==> src/rtl/ldlt_pkg.sv <==
// Shared op codes and phase encodings for the LDLT command scheduler.
package ldlt_pkg;

    localparam int IDX_W_DEF = 10;

    typedef enum logic [2:0] {
        OP_NONE = 3'd0,
        OP_LOAD = 3'd1,
        OP_DIV0 = 3'd2,
        OP_ACC  = 3'd3,
        OP_FIN  = 3'd4,
        OP_DUMP = 3'd5
    } op_e;

    typedef enum logic [1:0] {
        PH_IDLE = 2'd0,
        PH_LOAD = 2'd1,
        PH_FACT = 2'd2,
        PH_DUMP = 2'd3
    } phase_e;

endpackage

==> src/rtl/ldlt_tri_walker.sv <==
// Lower-triangle index walker (j outer, i = j..DIM-1 inner).
// Exposes the position that will be current after this cycle's clr/adv.
module ldlt_tri_walker #(
    parameter int DIM   = 4,
    parameter int IDX_W = 10
) (
    input  logic             clk,
    input  logic             rst_n,
    input  logic             clr,
    input  logic             adv,
    output logic [IDX_W-1:0] o_nxt_i,
    output logic [IDX_W-1:0] o_nxt_j,
    output logic             o_nxt_last
);

    localparam logic [IDX_W-1:0] MAX_IDX = IDX_W'(DIM - 1);

    logic [IDX_W-1:0] i_q, i_d;
    logic [IDX_W-1:0] j_q, j_d;

    always_comb begin
        i_d = i_q;
        j_d = j_q;
        if (clr) begin
            i_d = '0;
            j_d = '0;
        end else if (adv) begin
            if (i_q == MAX_IDX) begin
                // End of the triangle rewinds so the next phase starts at (0,0)
                if (j_q == MAX_IDX) begin
                    i_d = '0;
                    j_d = '0;
                end else begin
                    j_d = j_q + 1'b1;
                    i_d = j_q + 1'b1;
                end
            end else begin
                i_d = i_q + 1'b1;
            end
        end
    end

    always_ff @(posedge clk or negedge rst_n) begin
        if (!rst_n) begin
            i_q <= '0;
            j_q <= '0;
        end else begin
            i_q <= i_d;
            j_q <= j_d;
        end
    end

    assign o_nxt_i    = i_d;
    assign o_nxt_j    = j_d;
    assign o_nxt_last = (i_d == MAX_IDX) && (j_d == MAX_IDX);

endmodule

==> src/rtl/ldlt_loop_sched.sv <==
// LOAD / FACT / DUMP command scheduler for the LDLT datapath.
// One (op,i,j,k) command per valid/ready handshake, all outputs registered.
module ldlt_loop_sched
    import ldlt_pkg::*;
#(
    parameter int NODE_NUM = 100,
    parameter int DIM      = 6 * NODE_NUM,
    parameter int IDX_W    = IDX_W_DEF
) (
    input  logic             clk,
    input  logic             rst_n,
    input  logic             i_start,
    input  logic             i_abort,
    input  logic             i_cmd_ready,
    output logic             o_cmd_valid,
    output logic [2:0]       o_cmd_op,
    output logic [IDX_W-1:0] o_cmd_i,
    output logic [IDX_W-1:0] o_cmd_j,
    output logic [IDX_W-1:0] o_cmd_k,
    output logic             o_cmd_last,
    output logic [1:0]       o_phase,
    output logic             o_busy,
    output logic             o_done
);

    localparam logic [IDX_W-1:0] MAX_IDX  = IDX_W'(DIM - 1);
    localparam logic [IDX_W-1:0] PEN_IDX  = IDX_W'((DIM > 1) ? DIM - 2 : 0);
    localparam logic [IDX_W-1:0] ONE      = IDX_W'(1);
    localparam bit               HAS_FACT = (DIM > 1);

    function automatic op_e fact_op(
        input logic [IDX_W-1:0] j,
        input logic [IDX_W-1:0] k
    );
        op_e op;
        op = OP_ACC;
        if (j == '0) begin
            op = OP_DIV0;
        end else if (k == j - ONE) begin
            op = OP_FIN;
        end
        return op;
    endfunction

    function automatic logic fact_last(
        input logic [IDX_W-1:0] i,
        input logic [IDX_W-1:0] j,
        input logic [IDX_W-1:0] k
    );
        return (i == MAX_IDX) && (j == PEN_IDX)
            && (fact_op(j, k) != OP_ACC);
    endfunction

    phase_e           phase_q, phase_d;
    op_e              op_q, op_d;
    logic             valid_q, valid_d;
    logic [IDX_W-1:0] ci_q, ci_d;
    logic [IDX_W-1:0] cj_q, cj_d;
    logic [IDX_W-1:0] ck_q, ck_d;
    logic             last_q, last_d;
    logic             busy_q, busy_d;
    logic             done_q, done_d;
    logic [IDX_W-1:0] fi_q, fi_d;
    logic [IDX_W-1:0] fj_q, fj_d;
    logic [IDX_W-1:0] fk_q, fk_d;
    logic [IDX_W-1:0] f_ni, f_nj, f_nk;
    logic [IDX_W-1:0] w_i, w_j;
    logic             w_last;
    logic             walk_clr;
    logic             walk_adv;
    logic             accept;

    assign accept = valid_q & i_cmd_ready;

    ldlt_tri_walker #(
        .DIM   (DIM),
        .IDX_W (IDX_W)
    ) u_walker (
        .clk        (clk),
        .rst_n      (rst_n),
        .clr        (walk_clr),
        .adv        (walk_adv),
        .o_nxt_i    (w_i),
        .o_nxt_j    (w_j),
        .o_nxt_last (w_last)
    );

    // Successor of the current FACT position in the i/j/k nest
    always_comb begin
        f_ni = fi_q;
        f_nj = fj_q;
        f_nk = fk_q;
        if (fj_q != '0 && fk_q != fj_q - ONE) begin
            f_nk = fk_q + ONE;
        end else if (fj_q != fi_q - ONE) begin
            f_nj = fj_q + ONE;
            f_nk = '0;
        end else begin
            f_ni = fi_q + ONE;
            f_nj = '0;
            f_nk = '0;
        end
    end

    always_comb begin
        phase_d  = phase_q;
        valid_d  = valid_q;
        op_d     = op_q;
        ci_d     = ci_q;
        cj_d     = cj_q;
        ck_d     = ck_q;
        last_d   = last_q;
        done_d   = 1'b0;
        fi_d     = fi_q;
        fj_d     = fj_q;
        fk_d     = fk_q;
        walk_clr = 1'b0;
        walk_adv = 1'b0;

        if (phase_q == PH_IDLE) begin
            if (i_start) begin
                phase_d = PH_LOAD;
                valid_d = 1'b1;
                op_d    = OP_LOAD;
                ci_d    = w_i;
                cj_d    = w_j;
                ck_d    = '0;
                last_d  = w_last;
            end
        end else if (i_abort) begin
            phase_d  = PH_IDLE;
            valid_d  = 1'b0;
            op_d     = OP_NONE;
            ci_d     = '0;
            cj_d     = '0;
            ck_d     = '0;
            last_d   = 1'b0;
            walk_clr = 1'b1;
            fi_d     = '0;
            fj_d     = '0;
            fk_d     = '0;
        end else if (accept) begin
            walk_adv = (phase_q != PH_FACT);
            if (phase_q == PH_FACT && !last_q) begin
                fi_d   = f_ni;
                fj_d   = f_nj;
                fk_d   = f_nk;
                ci_d   = f_ni;
                cj_d   = f_nj;
                ck_d   = f_nk;
                op_d   = fact_op(f_nj, f_nk);
                last_d = fact_last(f_ni, f_nj, f_nk);
            end else if (phase_q == PH_LOAD && last_q && HAS_FACT) begin
                phase_d = PH_FACT;
                fi_d    = ONE;
                fj_d    = '0;
                fk_d    = '0;
                ci_d    = ONE;
                cj_d    = '0;
                ck_d    = '0;
                op_d    = OP_DIV0;
                last_d  = fact_last(ONE, '0, '0);
            end else if (phase_q == PH_DUMP && last_q) begin
                phase_d = PH_IDLE;
                valid_d = 1'b0;
                op_d    = OP_NONE;
                ci_d    = '0;
                cj_d    = '0;
                ck_d    = '0;
                last_d  = 1'b0;
                done_d  = 1'b1;
            end else begin
                // Walker-driven command; a phase end here always lands in DUMP
                if (last_q) begin
                    phase_d = PH_DUMP;
                end
                op_d   = (phase_d == PH_LOAD) ? OP_LOAD : OP_DUMP;
                ci_d   = w_i;
                cj_d   = w_j;
                ck_d   = '0;
                last_d = w_last;
                if (phase_q == PH_FACT) begin
                    fi_d = '0;
                    fj_d = '0;
                    fk_d = '0;
                end
            end
        end

        busy_d = (phase_d != PH_IDLE);
    end

    always_ff @(posedge clk or negedge rst_n) begin
        if (!rst_n) begin
            phase_q <= PH_IDLE;
            valid_q <= 1'b0;
            op_q    <= OP_NONE;
            ci_q    <= '0;
            cj_q    <= '0;
            ck_q    <= '0;
            last_q  <= 1'b0;
            busy_q  <= 1'b0;
            done_q  <= 1'b0;
            fi_q    <= '0;
            fj_q    <= '0;
            fk_q    <= '0;
        end else begin
            phase_q <= phase_d;
            valid_q <= valid_d;
            op_q    <= op_d;
            ci_q    <= ci_d;
            cj_q    <= cj_d;
            ck_q    <= ck_d;
            last_q  <= last_d;
            busy_q  <= busy_d;
            done_q  <= done_d;
            fi_q    <= fi_d;
            fj_q    <= fj_d;
            fk_q    <= fk_d;
        end
    end

    assign o_cmd_valid = valid_q;
    assign o_cmd_op    = op_q;
    assign o_cmd_i     = ci_q;
    assign o_cmd_j     = cj_q;
    assign o_cmd_k     = ck_q;
    assign o_cmd_last  = last_q;
    assign o_phase     = phase_q;
    assign o_busy      = busy_q;
    assign o_done      = done_q;

endmodule

==> config.mk <==
export PLATFORM = sky130hd
export DESIGN_NAME = ldlt_loop_sched
export DESIGN_NICKNAME = d
export VERILOG_FILES = /design/src/rtl/ldlt_pkg.sv /design/src/rtl/ldlt_tri_walker.sv /design/src/rtl/ldlt_loop_sched.sv
export SDC_FILE = /design/constraint.sdc
export NUM_CORES = 1
export LEC_CHECK = 0
export ABC_AREA = 1
export CAP_MARGIN = 10
export CORE_MARGIN = 1.5
export CORE_UTILIZATION = 50
export CTS_CLUSTER_DIAMETER = 40
export DETAILED_ROUTE_END_ITERATION = 12
export GPL_TIMING_DRIVEN = 0
export PLACE_DENSITY = 0.69
export RECOVER_POWER = 100
export SLEW_MARGIN = 20
export SYNTH_ARGS = -nofsm -noshare
export SYNTH_HDL_FRONTEND = slang
export SYNTH_HIERARCHICAL = 1
export SYNTH_SLANG_ARGS = --single-unit
==> constraint.sdc <==
create_clock -name clk -period 6.4 [get_ports clk]
set_clock_uncertainty 0.2 [all_clocks]
set_input_delay 1.6 -clock clk [delete_from_list [all_inputs] [get_ports clk]]
set_output_delay 1.6 -clock clk [all_outputs]
set_load 0.01 [all_outputs]
Word level (Yosys, flattened, before mapping)
Cells that the tools add are included.
Storage, ports and cells
  register bits: 89
  bits in latches: 0
  memory bits (writable): 0
  bits in read-only memories: 0
  input bits: 5
  output and inout port bits: 39
  word-level logic and storage cells: 159
  memories kept: 0
Operators by class
  add/sub/neg operators: 8
  multiply operators: 0
  div/mod/pow operators: 0
  magnitude comparators: 0
  eq/ne operators: 19
  shifts and indexed selects: 0
  multiplexer cells: 97
  bitwise operators: 2
  reductions and logical operators: 19
Operators by type and width (number)
  $mux 10: 44
  $eq 10x10->1 const B: 6
  $add 10x1->10 const B: 5
  $mux 3: 14
  $sub 10x1->10 const B: 3
  $mux 2: 14
  $mux 1: 25
  $ne 10x10->1: 2
  $eq 10x10->1: 1
  $logic_not 10->1: 1
  $reduce_bool 10->1: 1
  $logic_and 1x1->1: 7
  $ne 3x3->1 const B: 2
  $reduce_bool 3->1: 2
  $reduce_and 5->1: 1
  $eq 2x1->1 const B: 2
  $eq 2x2->1 const B: 2
  $ne 2x2->1 const B: 2
  $ne 4x4->1 const B: 1
  $reduce_and 4->1: 1
  $reduce_bool 2->1: 2
  $reduce_bool 4->1: 1
  $ne 3x2->1 const B: 1
  $logic_not 2->1: 1
  other kinds (4): 4

Depth between registers and ports, before layout
Gate-level depths: netlist of run 1.
  depth after elaboration: 18
  gate-level depth with buffers: 32
  mapped depth without buffers: 31

Modules after synthesis
The synthesis of run 1 kept the hierarchy.
Modules (own cells, without submodules)
  ldlt_loop_sched: instances 1, cells an instance 857, area each 5646.7 um2, sequential area each 1726.7 um2
  ldlt_tri_walker: instances 1, cells an instance 247, area each 1555.2 um2, sequential area each 500.5 um2

Worst setup path after synthesis of run 1
Ideal clock, no wire load.
  path kind: input -> register
  from: in i_abort
  to: reg last_q (netlist: o_cmd_last)
  setup time: 65 ps
  data arrival time: 3860 ps
  data required time: 6135 ps
  setup slack: 2275 ps
  stages on the path: 19
  buffers on the path: 2
  cell sequence: nor2_1 -> inv_1 -> nor2_1 -> clkinv_1 -> clkbuf_1 -> nor2_1 -> buf_2 -> inv_2 -> a21oi_1 -> nand2_1 -> nor2_1 -> nand2_1 -> nor2_1 -> nand3_1 -> nor2_1 -> nand3_1 -> o21ai_0 -> inv_1 -> nand2_1
Between the ends
  cells in the longest elaborated chain, start to end: 12
  elaborated cells on any way between the ends: 20
  classes of those cells: eq/ne (2); mux (15); reduce/logical (3)
RTL lines
  from (decl): RTL line ldlt_loop_sched.sv:13  | input logic i_abort,
  $mux 1 (*): RTL line ldlt_loop_sched.sv:130  | end else if (i_abort) begin
  $mux 1 (*): RTL line ldlt_loop_sched.sv:120  | if (phase_q == PH_IDLE) begin
  named net walk_adv: RTL line ldlt_loop_sched.sv:70  | logic walk_adv;
  $mux 10 (*): RTL line ldlt_tri_walker.sv:27  | end else if (adv) begin
  $mux 10 (*): RTL line ldlt_tri_walker.sv:24  | if (clr) begin
  named net w_i[4]: RTL line ldlt_loop_sched.sv:67  | logic [IDX_W-1:0] w_i, w_j;
  $eq 10x10->1 (*): RTL line ldlt_tri_walker.sv:55  | assign o_nxt_last = (i_d == MAX_IDX) && (j_d == MAX_IDX);
  $logic_and 1x1->1 (*): RTL line ldlt_tri_walker.sv:55
  named net w_last: RTL line ldlt_loop_sched.sv:68  | logic w_last;
  $mux 1: RTL line ldlt_loop_sched.sv:163  | end else if (phase_q == PH_DUMP && last_q) begin
  $mux 1: RTL line ldlt_loop_sched.sv:153  | end else if (phase_q == PH_LOAD && last_q && HAS_FACT) begin
  $mux 1: RTL line ldlt_loop_sched.sv:144  | if (phase_q == PH_FACT && !last_q) begin
  $mux 1: RTL line ldlt_loop_sched.sv:142  | end else if (accept) begin
  $mux 1: RTL line ldlt_loop_sched.sv:130
  $mux 1 (*): RTL line ldlt_loop_sched.sv:120
  to (signal assigned): RTL line ldlt_loop_sched.sv:214  | last_q <= last_d;
  to (decl): RTL line ldlt_loop_sched.sv:60  | logic last_q, last_d;
The timed path passes the listed nets; every way through them passes the cells marked *. The select of a mux whose other input is x is not followed.
A chain may end at the register's enable or synchronous reset.

Worst setup path in the final report of run 1
  from: in i_abort
  to: reg last_q (netlist: o_cmd_last)
Between the ends
  cells in the longest elaborated chain, start to end: 12
  elaborated cells on any way between the ends: 20
  classes of those cells: eq/ne (2); mux (15); reduce/logical (3)
RTL lines (RTL line)
  $mux 1 (*): ldlt_loop_sched.sv:130
  $mux 1 (*): ldlt_loop_sched.sv:120
  named net walk_adv: ldlt_loop_sched.sv:70
  $mux 10: ldlt_tri_walker.sv:27
  $mux 10: ldlt_tri_walker.sv:24
  $eq 10x10->1: ldlt_tri_walker.sv:55
  $logic_and 1x1->1 (*): ldlt_tri_walker.sv:55
  named net w_last: ldlt_loop_sched.sv:68
  $mux 1: ldlt_loop_sched.sv:163
  $mux 1: ldlt_loop_sched.sv:153
  $mux 1: ldlt_loop_sched.sv:144
  $mux 1: ldlt_loop_sched.sv:142
  $mux 1: ldlt_loop_sched.sv:130
  $mux 1 (*): ldlt_loop_sched.sv:120
Marked as above.

==> results of run 1 <==
## power breakdown
group / switching (W) / internal (W)
Sequential: 0.0000415 / 0.000605
Clock: 0.000248 / 0.000303
Combinational: 0.000233 / 0.000122
Total: 0.000523 / 0.00103
## stage by stage
| stage | instances | util [%] | power [W] | instance area [um2] |
|---|---|---|---|---|
| 2_1_floorplan | 1104 | - | 0.000876 | 7200 |
| 3_3_place_gp | 1327 | 56.2 | 0.00101 | 7860 |
| 3_5_place_dp | 1328 | 56.4 | 0.00102 | 7890 |
| 4_1_cts | 1343 | 58.5 | 0.00156 | 8180 |
| 5_1_grt | 1343 | 58.2 | 0.00162 | 8140 |
| 6_report | 1343 | 58.2 | 0.00155 | 8140 |
## sequential cells by signal, indices dropped and copies added (netlist names), 2 cells and up
register,flops
fi_q,10
fj_q,10
fk_q,10
o_cmd_i,10
o_cmd_j,10
o_cmd_k,10
o_cmd_op,3
o_phase,2
u_walker/i_q,10
u_walker/j_q,10
## worst max-delay path: stages
cell	delay (ps)
sky130_fd_sc_hd__dlygate4sd3_1	610
sky130_fd_sc_hd__nor2_1	510
sky130_fd_sc_hd__inv_1	270
sky130_fd_sc_hd__nor2_1	190
sky130_fd_sc_hd__clkinv_1	240
sky130_fd_sc_hd__clkbuf_1	370
sky130_fd_sc_hd__nor2_1	290
sky130_fd_sc_hd__buf_2	290
sky130_fd_sc_hd__inv_2	140
sky130_fd_sc_hd__nor2_1	200
sky130_fd_sc_hd__buf_6	170
sky130_fd_sc_hd__nand2_1	90
sky130_fd_sc_hd__nand3_1	130
sky130_fd_sc_hd__nand2_1	70
sky130_fd_sc_hd__nor2_1	130
sky130_fd_sc_hd__nand3_1	130
sky130_fd_sc_hd__nor2_1	210
sky130_fd_sc_hd__nand3_1	140
sky130_fd_sc_hd__o21ai_0	120
sky130_fd_sc_hd__inv_1	50
sky130_fd_sc_hd__nand2_1	70
## per-layer routing
metal  GRT usage (%)  wire, um
met5               0         0
met4            8.55       383
met3            5.49      1760
met2            46.6      9660
met1            43.6     10200
## area by class of cell
class	instances	share of cell area, %
clock buffers	9	2.77
well taps	180	2.77
multi-input cells	827	51.4
flip-flops and latches	89	27.3
inverters	154	7.11
clock inverters	6	0.830
repair buffers	44	5.55
plain buffers	34	2.20
## layout by cell type, fill, tap and decap left out, drive strengths merged, types with 6 or more instances in the layout
cell type / n
a21oi: 25
a22oi: 7
buf: 15
clkbuf: 30
clkinv: 6
dfrtp: 89
dlygate4sd3: 40
ha: 13
inv: 151
nand2: 352
nand3: 122
nand4: 26
nor2: 132
nor3: 17
o21ai: 53
o221ai: 11
o32ai: 14
xnor2: 9
xor2: 25
## logic make-up (layout without fill, tap and decap cells)
family / Yosys count / in the layout / share of synthesized area, %
AND/OR/NAND/NOR: 657 / 657 / 41.7
adder cells (fa/ha/maj): 13 / 13 / 2.26
buffers and inverters: 188 / 247 / 10.5
XOR/XNOR: 34 / 34 / 4.13
AO/OA/AOI/OAI: 123 / 123 / 10.5
flip-flops: 89 / 89 / 30.9
## worst paths after layout
kind                            start          end  cells past startpoint
setup / recovery              i_abort   o_cmd_last                     21
hold / removal             o_cmd_j[8]   o_cmd_j[8]                      2
setup reg to reg              fj_q[0]  o_cmd_op[1]                     28
hold reg to reg            o_cmd_j[8]   o_cmd_j[8]                      2
max in group asynchronous       rst_n   o_cmd_j[6]                      1
min in group asynchronous       rst_n      fk_q[3]                      1
==> summary.json, run 1 <==
{
  "sta": {
    "timing.final.ws_setup_ps": 474,
    "timing.max_slew.rel_slack_pct": -64.8,
    "finalHoldViolations": 0,
    "fin_crit_sh_pct": 92.6,
    "rsz0062_at_grt": "false",
    "period_needed_ps": 5930,
    "hold_slack_ps": 278,
    "fin_setup_tns_ps": 0,
    "setup-violations-final": 0,
    "final-max-slew-violation-count": 44,
    "fmax_mhz": 169,
    "worst-slew-pin-transition_ps": 2470
  },
  "routing": {
    "firstDrtPassIters": 6,
    "detailedRoute.firstIterationViolations": 802,
    "post_detailed_route_count_of_antenna_violating_nets": 0,
    "post_drt_via_cell_ratio": 5.61,
    "detail_route.drc_violations": 0,
    "routedWlPerCell_um": 16.4,
    "totalWireLength_um": 22000,
    "route.vias.total": 7536
  },
  "setup_path": {
    "r2r_setup_slack_ps": 1700,
    "cp-end-kind": "flop",
    "cp_max_fo": 10,
    "timing.critical_path.from_type": "input pin",
    "worst_ep_required_time_ps": 6500,
    "worst-setup-path-type": "input pin to flop",
    "worst-endpoint-arrival_ps": 6020
  },
  "clock_network": {
    "clk_pin_slew_worst_paths_ps": 70,
    "cts_buffer_depth": 2,
    "cts.hold.buffers_added": 0,
    "tritoncts": "done",
    "cts.sink_count": 89,
    "h-tree-depth": 3,
    "post_cts_resized": 0,
    "ctsRootBufferMaster": "sky130_fd_sc_hd__clkbuf_16",
    "cts_buffers": 9,
    "source_to_sink_clock_delay_at_the_later_pin_of_the_worst_skew_pair_ps": 360,
    "post-cts-setup-buffer-count": 0
  },
  "floorplanning": {
    "die_height_um": 123,
    "row_count": 43,
    "coreArea_um2": 14000,
    "die-area_um2": 15100,
    "floorplan.initialDensity_pct": 51.5,
    "die_x_um": 123,
    "ios": 44
  },
  "synthesis": {
    "post_synth_instance_area_um2": 7200,
    "yosysMostFrequentCell": "sky130_fd_sc_hd__nand2_1",
    "ys.warnings.count": 6,
    "netlist_instances": 1104,
    "synth.net_count": 1122,
    "synth_cell_type_count": 42,
    "synthDominantAreaCellType": "sky130_fd_sc_hd__dfrtp_1",
    "synth_edf_count": 0,
    "ys_seq_area_share_pct": 30.9,
    "post_synth_main_area_contributors": "sky130_fd_sc_hd__dfrtp_1, sky130_fd_sc_hd__nand2_1, sky130_fd_sc_hd__nand3_1, sky130_fd_sc_hd__inv_1, sky130_fd_sc_hd__nor2_1",
    "ys.flop_type": "sky130_fd_sc_hd__dfrtp_1",
    "synthesis.area_per_instance_um2": 6.52,
    "synth-async-reset-ratio_pct": 100,
    "flip_flop_and_latch_count_after_synthesis": 89,
    "synth_top_area_share_pct": 30.9,
    "synth_commonest_cells": "sky130_fd_sc_hd__nand2_1, sky130_fd_sc_hd__inv_1, sky130_fd_sc_hd__nand3_1, sky130_fd_sc_hd__nor2_1, sky130_fd_sc_hd__dfrtp_1"
  },
  "min_path": {
    "timing.hold.worst.class": "flop to flop"
  },
  "cells_and_area": {
    "antenna_cells_inserted": 0,
    "multiInputGateArea_um2": 4190,
    "fill_cells": 1408,
    "area_growth_pct": 13.1,
    "sequential_cell_area_um2": 2230,
    "drive_gt1_share_pct": 8.43,
    "finalNetCount": 1177
  },
  "global_routing": {
    "grt_first_pass_wirelength_um": 35200,
    "grt_antenna_before_repair": 0,
    "global_route.overflow_total": 0,
    "globalRouteTotalUtil_pct": 30.3,
    "grt_max_degree": 47,
    "number_of_global_route_vias_before_repair": 6787
  },
  "pwr": {
    "p_per_area_nw_per_um2": 191,
    "power.leakage_nw": 4.12,
    "vdd_drop_max_mv": 0.139
  },
  "placement": {
    "dp_hpwl_um": 16900,
    "numPortBuffers": 43,
    "place_ws_ps": 506,
    "globalplace.congestion": 0.954
  },
  "job": {
    "cap_viol_max_count": 1
  },
  "status": {
    "violations_in_the_final_reports": "capacitance limit, slew limit",
    "outcome": "complete, but fails checks"
  }
}
No activity file was read; power rests on OpenSTA's default activity.
==> run 2, diff against run 1 <==
--- a/config.mk
+++ b/config.mk
@@ -13,7 +13,6 @@
 export DETAILED_ROUTE_END_ITERATION = 12
 export GPL_TIMING_DRIVEN = 0
 export PLACE_DENSITY = 0.69
-export RECOVER_POWER = 100
 export SLEW_MARGIN = 20
 export SYNTH_ARGS = -nofsm -noshare
 export SYNTH_HDL_FRONTEND = slang
==> summary.json, run 2 (synthesis results as in run 1) <==
{
  "pwr": {
    "power.leakage_nw": 4.01,
    "clock_power_share_pct": 35.1,
    "switching_power_w": 0.000525,
    "switching_share_pct": 33.5,
    "p_per_area_nw_per_um2": 191,
    "seqPwrFrac_pct": 41.4,
    "power_frac_comb_pct": 23.5,
    "power.internal_w": 0.00104,
    "vdd_drop_max_mv": 0.140
  },
  "placement": {
    "globalplace.congestion": 0.954,
    "dp_hpwl_um": 16900,
    "numPortBuffers": 43,
    "dp.cells": 1328
  },
  "setup_path": {
    "worst-setup-path-type": "input pin to flop",
    "cp-end-kind": "flop",
    "worst_ep_required_time_ps": 6500,
    "timing.critical_path.from_type": "input pin",
    "worst-endpoint-arrival_ps": 5870,
    "cp_max_fo": 10
  },
  "sta": {
    "finalHoldViolations": 0,
    "setup-violations-final": 0,
    "fmax_mhz": 173,
    "fin_crit_sh_pct": 90.2,
    "rsz0062_at_grt": "false",
    "fin_setup_tns_ps": 0,
    "worst-slew-pin-transition_ps": 792,
    "period_needed_ps": 5770,
    "final-max-slew-violation-count": 0,
    "timing.max_slew.rel_slack_pct": 46.9
  },
  "clock_network": {
    "h-tree-depth": 3,
    "tritoncts": "done",
    "cts.sink_count": 89,
    "source_to_sink_clock_delay_at_the_later_pin_of_the_worst_skew_pair_ps": 360,
    "post_cts_resized": 0,
    "cts_buffer_depth": 2,
    "cts.hold.buffers_added": 0,
    "clk_pin_slew_worst_paths_ps": 70,
    "cts_buffers": 9,
    "ctsRootBufferMaster": "sky130_fd_sc_hd__clkbuf_16",
    "post-cts-setup-buffer-count": 0
  },
  "routing": {
    "detail_route.drc_violations": 0,
    "route.vias.total": 7512,
    "post_drt_via_cell_ratio": 5.59,
    "detailedRoute.firstIterationViolations": 885,
    "post_detailed_route_count_of_antenna_violating_nets": 0,
    "totalWireLength_um": 22000,
    "firstDrtPassIters": 7,
    "routedWlPerCell_um": 16.4
  },
  "global_routing": {
    "grt_antenna_before_repair": 0,
    "globalRouteTotalUtil_pct": 30.3,
    "number_of_global_route_vias_before_repair": 6787,
    "grt_first_pass_wirelength_um": 35200,
    "global_route.overflow_total": 0,
    "grt_max_degree": 47
  },
  "cells_and_area": {
    "layout.cells.non_filler": 1343,
    "fill_cells": 1402,
    "finalNetCount": 1177,
    "final_common_cell": "sky130_fd_sc_hd__nand2_1",
    "drive_gt1_share_pct": 9.11,
    "area_growth_pct": 13.6,
    "antenna_cells_inserted": 0,
    "most-common-layout-cells": "sky130_fd_sc_hd__nand2_1, sky130_fd_sc_hd__inv_1, sky130_fd_sc_hd__nand3_1"
  },
  "floorplanning": {
    "die_height_um": 123,
    "coreArea_um2": 14000,
    "die_x_um": 123,
    "die-area_um2": 15100,
    "row_count": 43,
    "ios": 44,
    "floorplan.initialDensity_pct": 51.5
  },
  "min_path": {
    "timing.hold.worst.class": "flop to flop"
  },
  "status": {
    "outcome": "finished, final reports clean"
  },
  "job": {
    "cap_viol_max_count": 0
  }
}
run 2: final timing paths:
check                      slack, ps          to  startpoint  depth (start not counted)
setup / recovery                 630  o_cmd_last     i_abort                         20
hold / removal                   280  o_cmd_j[8]  o_cmd_j[8]                          2
setup reg to reg                1750  o_cmd_last  o_phase[0]                         20
hold reg to reg                  280  o_cmd_j[8]  o_cmd_j[8]                          2
max in group asynchronous       4470     fi_q[9]       rst_n                          2
min in group asynchronous        950     fk_q[3]       rst_n                          1
run 2: power by group through the flow:
stage,combinational (W),sequential (W),clock (W)
floorplan,0.000218,0.000658,0
global placement,0.000356,0.000656,0
detailed placement,0.000362,0.000657,0
CTS,0.000365,0.000646,0.000549
global route,0.000408,0.000652,0.000573
finish,0.000368,0.000648,0.000550
run 2: per-layer routing:
| metal | share of wire [%] | GRT usage [%] | vias to the layer above |
|---|---|---|---|
| met5 | 0 | 0 | - |
| met4 | 1.8 | 8.55 | 0 |
| met3 | 7.3 | 5.49 | 42 |
| met2 | 44 | 46.6 | 300 |
| met1 | 47 | 43.6 | 3478 |
| li1 | - | - | 3692 |
run 2: layout make-up:
cell class | count | area, um2 | area share (%)
plain buffers | 34 | 179 | 2.19
clock buffers | 9 | 225 | 2.75
clock inverters | 6 | 67.6 | 0.826
inverters | 154 | 579 | 7.08
multi-input cells | 827 | 4220 | 51.6
flip-flops and latches | 89 | 2230 | 27.2
well taps | 180 | 225 | 2.75
repair buffers | 44 | 459 | 5.61
run 2: worst max-delay path, stage by stage:
cell and delay (ps):
sky130_fd_sc_hd__clkdlybuf4s50_1 490, sky130_fd_sc_hd__nor2_1 520, sky130_fd_sc_hd__inv_1 270, sky130_fd_sc_hd__nor2_1 190, sky130_fd_sc_hd__clkinv_1 230, sky130_fd_sc_hd__clkbuf_1 370, sky130_fd_sc_hd__nor2_1 290, sky130_fd_sc_hd__buf_2 290
sky130_fd_sc_hd__inv_2 150, sky130_fd_sc_hd__a21oi_1 180, sky130_fd_sc_hd__nand2_1 90, sky130_fd_sc_hd__nor2_1 280, sky130_fd_sc_hd__nand2_1 110, sky130_fd_sc_hd__nor2_1 110, sky130_fd_sc_hd__nand3_1 90, sky130_fd_sc_hd__nor2_1 220
sky130_fd_sc_hd__nand3_1 140, sky130_fd_sc_hd__o21ai_0 120, sky130_fd_sc_hd__inv_1 60, sky130_fd_sc_hd__nand2_1 70
run 2: per-stage QoR:
step	util, %	hold slack [ps]	total power, W	setup WS [ps]	area (um2)
after detailed placement	56.4	266	0.00102	506	7890
after global routing	58.5	312	0.00163	401	8180
after global placement	56.2	268	0.00101	115	7860
final	58.5	283	0.00157	628	8180
after CTS	58.5	291	0.00156	834	8180
after floorplan	-	315	0.000876	2270	7200
==> run 3, diff against run 2 <==
--- a/config.mk
+++ b/config.mk
@@ -5,7 +5,6 @@
 export SDC_FILE = /design/constraint.sdc
 export NUM_CORES = 1
 export LEC_CHECK = 0
-export ABC_AREA = 1
 export CAP_MARGIN = 10
 export CORE_MARGIN = 1.5
 export CORE_UTILIZATION = 50
@@ -13,6 +12,7 @@
 export DETAILED_ROUTE_END_ITERATION = 12
 export GPL_TIMING_DRIVEN = 0
 export PLACE_DENSITY = 0.69
+export REMOVE_ABC_BUFFERS = 1
 export SLEW_MARGIN = 20
 export SYNTH_ARGS = -nofsm -noshare
 export SYNTH_HDL_FRONTEND = slang
==> summary.json, run 3 <==
{
  "min_path": {
    "hold_path_startpoint": "o_cmd_j[8]",
    "timing.hold.worst.class": "flop to flop",
    "worst_hold_path.endpoint": "o_cmd_j[8]",
    "worstHoldPathCells": 2
  },
  "routing": {
    "firstDrtPassIters": 5,
    "detail_route.drc_violations": 0,
    "post_drt_via_cell_ratio": 6.41,
    "totalWireLength_um": 19600,
    "detailedRoute.firstIterationViolations": 728,
    "post_detailed_route_count_of_antenna_violating_nets": 0,
    "route.vias.total": 6484,
    "routedWlPerCell_um": 19.4
  },
  "clock_network": {
    "source_to_sink_clock_delay_at_the_later_pin_of_the_worst_skew_pair_ps": 350,
    "cts_buffer_depth": 2,
    "cts.sink_count": 89,
    "post_cts_resized": 0,
    "h-tree-depth": 3,
    "ctsRootBufferMaster": "sky130_fd_sc_hd__clkbuf_16",
    "cts.hold.buffers_added": 0,
    "clk_pin_slew_worst_paths_ps": 70,
    "tritoncts": "done",
    "cts_buffers": 9,
    "post-cts-setup-buffer-count": 0
  },
  "setup_path": {
    "worst_ep_required_time_ps": 6430,
    "r2r_end": "o_cmd_op[2]",
    "worst_r2r_startpoint": "fj_q[0]",
    "timing.critical_path.from": "i_abort",
    "cp-end-kind": "flop",
    "reg2reg_depth": 14,
    "cp_max_fo": 20,
    "r2r_setup_slack_ps": 950,
    "timing.critical_path.from_type": "input pin",
    "worst-endpoint-arrival_ps": 5840,
    "worst-setup-path-type": "input pin to flop"
  },
  "synthesis": {
    "synthDominantAreaCellType": "sky130_fd_sc_hd__dfrtp_1",
    "synth_cell_type_count": 85,
    "ys_seq_area_share_pct": 32.9,
    "flip_flop_and_latch_count_after_synthesis": 89,
    "post_synth_instance_area_um2": 6780,
    "synth_commonest_cells": "sky130_fd_sc_hd__dfrtp_1, sky130_fd_sc_hd__nor2_1, sky130_fd_sc_hd__nand2_1, sky130_fd_sc_hd__o21ai_0, sky130_fd_sc_hd__a21oi_1",
    "netlist_instances": 842,
    "ys.warnings.count": 6,
    "ys.flop_type": "sky130_fd_sc_hd__dfrtp_1",
    "synth_top_area_share_pct": 32.9,
    "synth-async-reset-ratio_pct": 100,
    "synth_edf_count": 0,
    "yosysMostFrequentCell": "sky130_fd_sc_hd__dfrtp_1",
    "synthesis.area_per_instance_um2": 8.05,
    "post_synth_main_area_contributors": "sky130_fd_sc_hd__dfrtp_1, sky130_fd_sc_hd__o21ai_0, sky130_fd_sc_hd__nor2_1, sky130_fd_sc_hd__nand2_1, sky130_fd_sc_hd__xnor2_1"
  },
  "global_routing": {
    "grt_max_degree": 58,
    "globalRouteTotalUtil_pct": 28.5,
    "number_of_global_route_vias_before_repair": 6163,
    "grt_first_pass_wirelength_um": 32200,
    "grt_antenna_before_repair": 0,
    "global_route.overflow_total": 0
  },
  "sta": {
    "rsz0062_at_grt": "false",
    "fmax_mhz": 172,
    "setup-violations-final": 0,
    "fin_crit_sh_pct": 90.7,
    "worst-slew-pin-transition_ps": 1050,
    "finalHoldViolations": 0,
    "timing.max_slew.rel_slack_pct": 29.9,
    "final-max-slew-violation-count": 0,
    "period_needed_ps": 5800
  },
  "job": {
    "cap_viol_max_count": 0
  },
  "floorplanning": {
    "die_height_um": 119,
    "floorplan.initialDensity_pct": 51.2,
    "die-area_um2": 14300,
    "row_count": 42,
    "die_x_um": 119,
    "coreArea_um2": 13200,
    "ios": 44
  },
  "cells_and_area": {
    "final_common_cell": "sky130_fd_sc_hd__dfrtp_1",
    "fill_cells": 1258,
    "finalNetCount": 848,
    "area_growth_pct": 10.5,
    "final_util_pct": 56.6,
    "antenna_cells_inserted": 0,
    "most-common-layout-cells": "sky130_fd_sc_hd__dfrtp_1, sky130_fd_sc_hd__nor2_1, sky130_fd_sc_hd__nand2_1",
    "drive_gt1_share_pct": 6.35,
    "stdcell_area_um2": 7490
  },
  "placement": {
    "globalplace.congestion": 0.936,
    "placement.cell_area_um2": 7180,
    "numPortBuffers": 43,
    "dp_hpwl_um": 14200
  },
  "status": {
    "outcome": "finished, final reports clean"
  },
  "pwr": {
    "power.leakage_nw": 3.04,
    "power.total_w": 0.00139,
    "vdd_drop_max_mv": 0.126,
    "p_per_area_nw_per_um2": 185
  }
}
[run 3: cell types whose count changed after synthesis, sizes merged, moves of 16 or more]
cell | before | now
nand2 | 352 | 82
inv | 149 | 21
nand3 | 122 | 29
nor2 | 132 | 89
a21oi | 25 | 55
clkbuf | 20 | 45
xnor2 | 9 | 32
o21ai | 53 | 74
a31oi | 3 | 19
and3 | 0 | 16
[run 3: how the worst max path moves through the flow]
stage,slack [ps],endpoint,cells past startpoint
CTS,310,o_cmd_last,12
floorplan,1720,o_cmd_last,12
global placement,50,o_cmd_last,12
finish,600,o_cmd_last,12
global route,240,o_cmd_last,12
detailed placement,-30,o_cmd_last,12
[run 3: logic make-up after synthesis]
kind of cell / share of synthesized area, %
compound gates: 24.6
simple gates: 26.0
xor+xnor: 6.98
buf+inv: 5.50
fa+ha+maj: 2.40
flops: 32.9
mux: 1.59
[run 3: power breakdown]
group,switching (W),total [W],internal (W)
clock network,0.000243,0.000550,0.000308
logic,0.000121,0.000213,0.0000914
registers,0.0000275,0.000622,0.000595
[run 3: area by class of cell]
| type | count | area, um2 | area share (%) |
|---|---|---|---|
| Multi-Input combinational cell | 665 | 4200 | 56.1 |
| Sequential cell | 89 | 2230 | 29.7 |
| Timing Repair Buffer | 44 | 459 | 6.13 |
| Clock buffer | 10 | 229 | 3.06 |
| Tap cell | 176 | 220 | 2.94 |
| Inverter | 21 | 78.8 | 1.05 |
| Clock inverter | 6 | 73.8 | 0.985 |
[run 3: metrics by stage]
step | setup WS [ps] | TNS [ps] | hold WS (ps) | instances
5_1_grt | 242 | 0 | 302 | 1011
4_1_cts | 309 | 0 | 281 | 1011
6_report | 596 | 0 | 275 | 1011
3_5_place_dp | -26.3 | -26.3 | 266 | 995
2_1_floorplan | 1720 | 0 | 308 | 775
3_3_place_gp | 52.9 | 0 | 262 | 994
[run 3: per-layer routing]
layer / wire length, um / vias to the layer above / part of all wire [%] / track usage, %
met1: 8270 / 3199 / 42 / 36.3
met3: 919 / 38 / 4.7 / 4.65
li1: - / 3043 / - / -
met4: 620 / 0 / 3.2 / 12.4
met2: 9810 / 204 / 50 / 47.9
met5: 0 / - / 0 / 0
[run 3: worst max-delay path, stage by stage]
cell                              delay [ps]
sky130_fd_sc_hd__clkdlybuf4s50_1         770
sky130_fd_sc_hd__nor3_2                  750
sky130_fd_sc_hd__and3_1                  330
sky130_fd_sc_hd__nand3_1                 590
sky130_fd_sc_hd__a221o_1                 560
sky130_fd_sc_hd__a21oi_1                 390
sky130_fd_sc_hd__and4b_1                 250
sky130_fd_sc_hd__nand4_1                 100
sky130_fd_sc_hd__nor4_2                   70
sky130_fd_sc_hd__a22o_1                  230
sky130_fd_sc_hd__a31oi_1                 140
sky130_fd_sc_hd__a21oi_1                  50
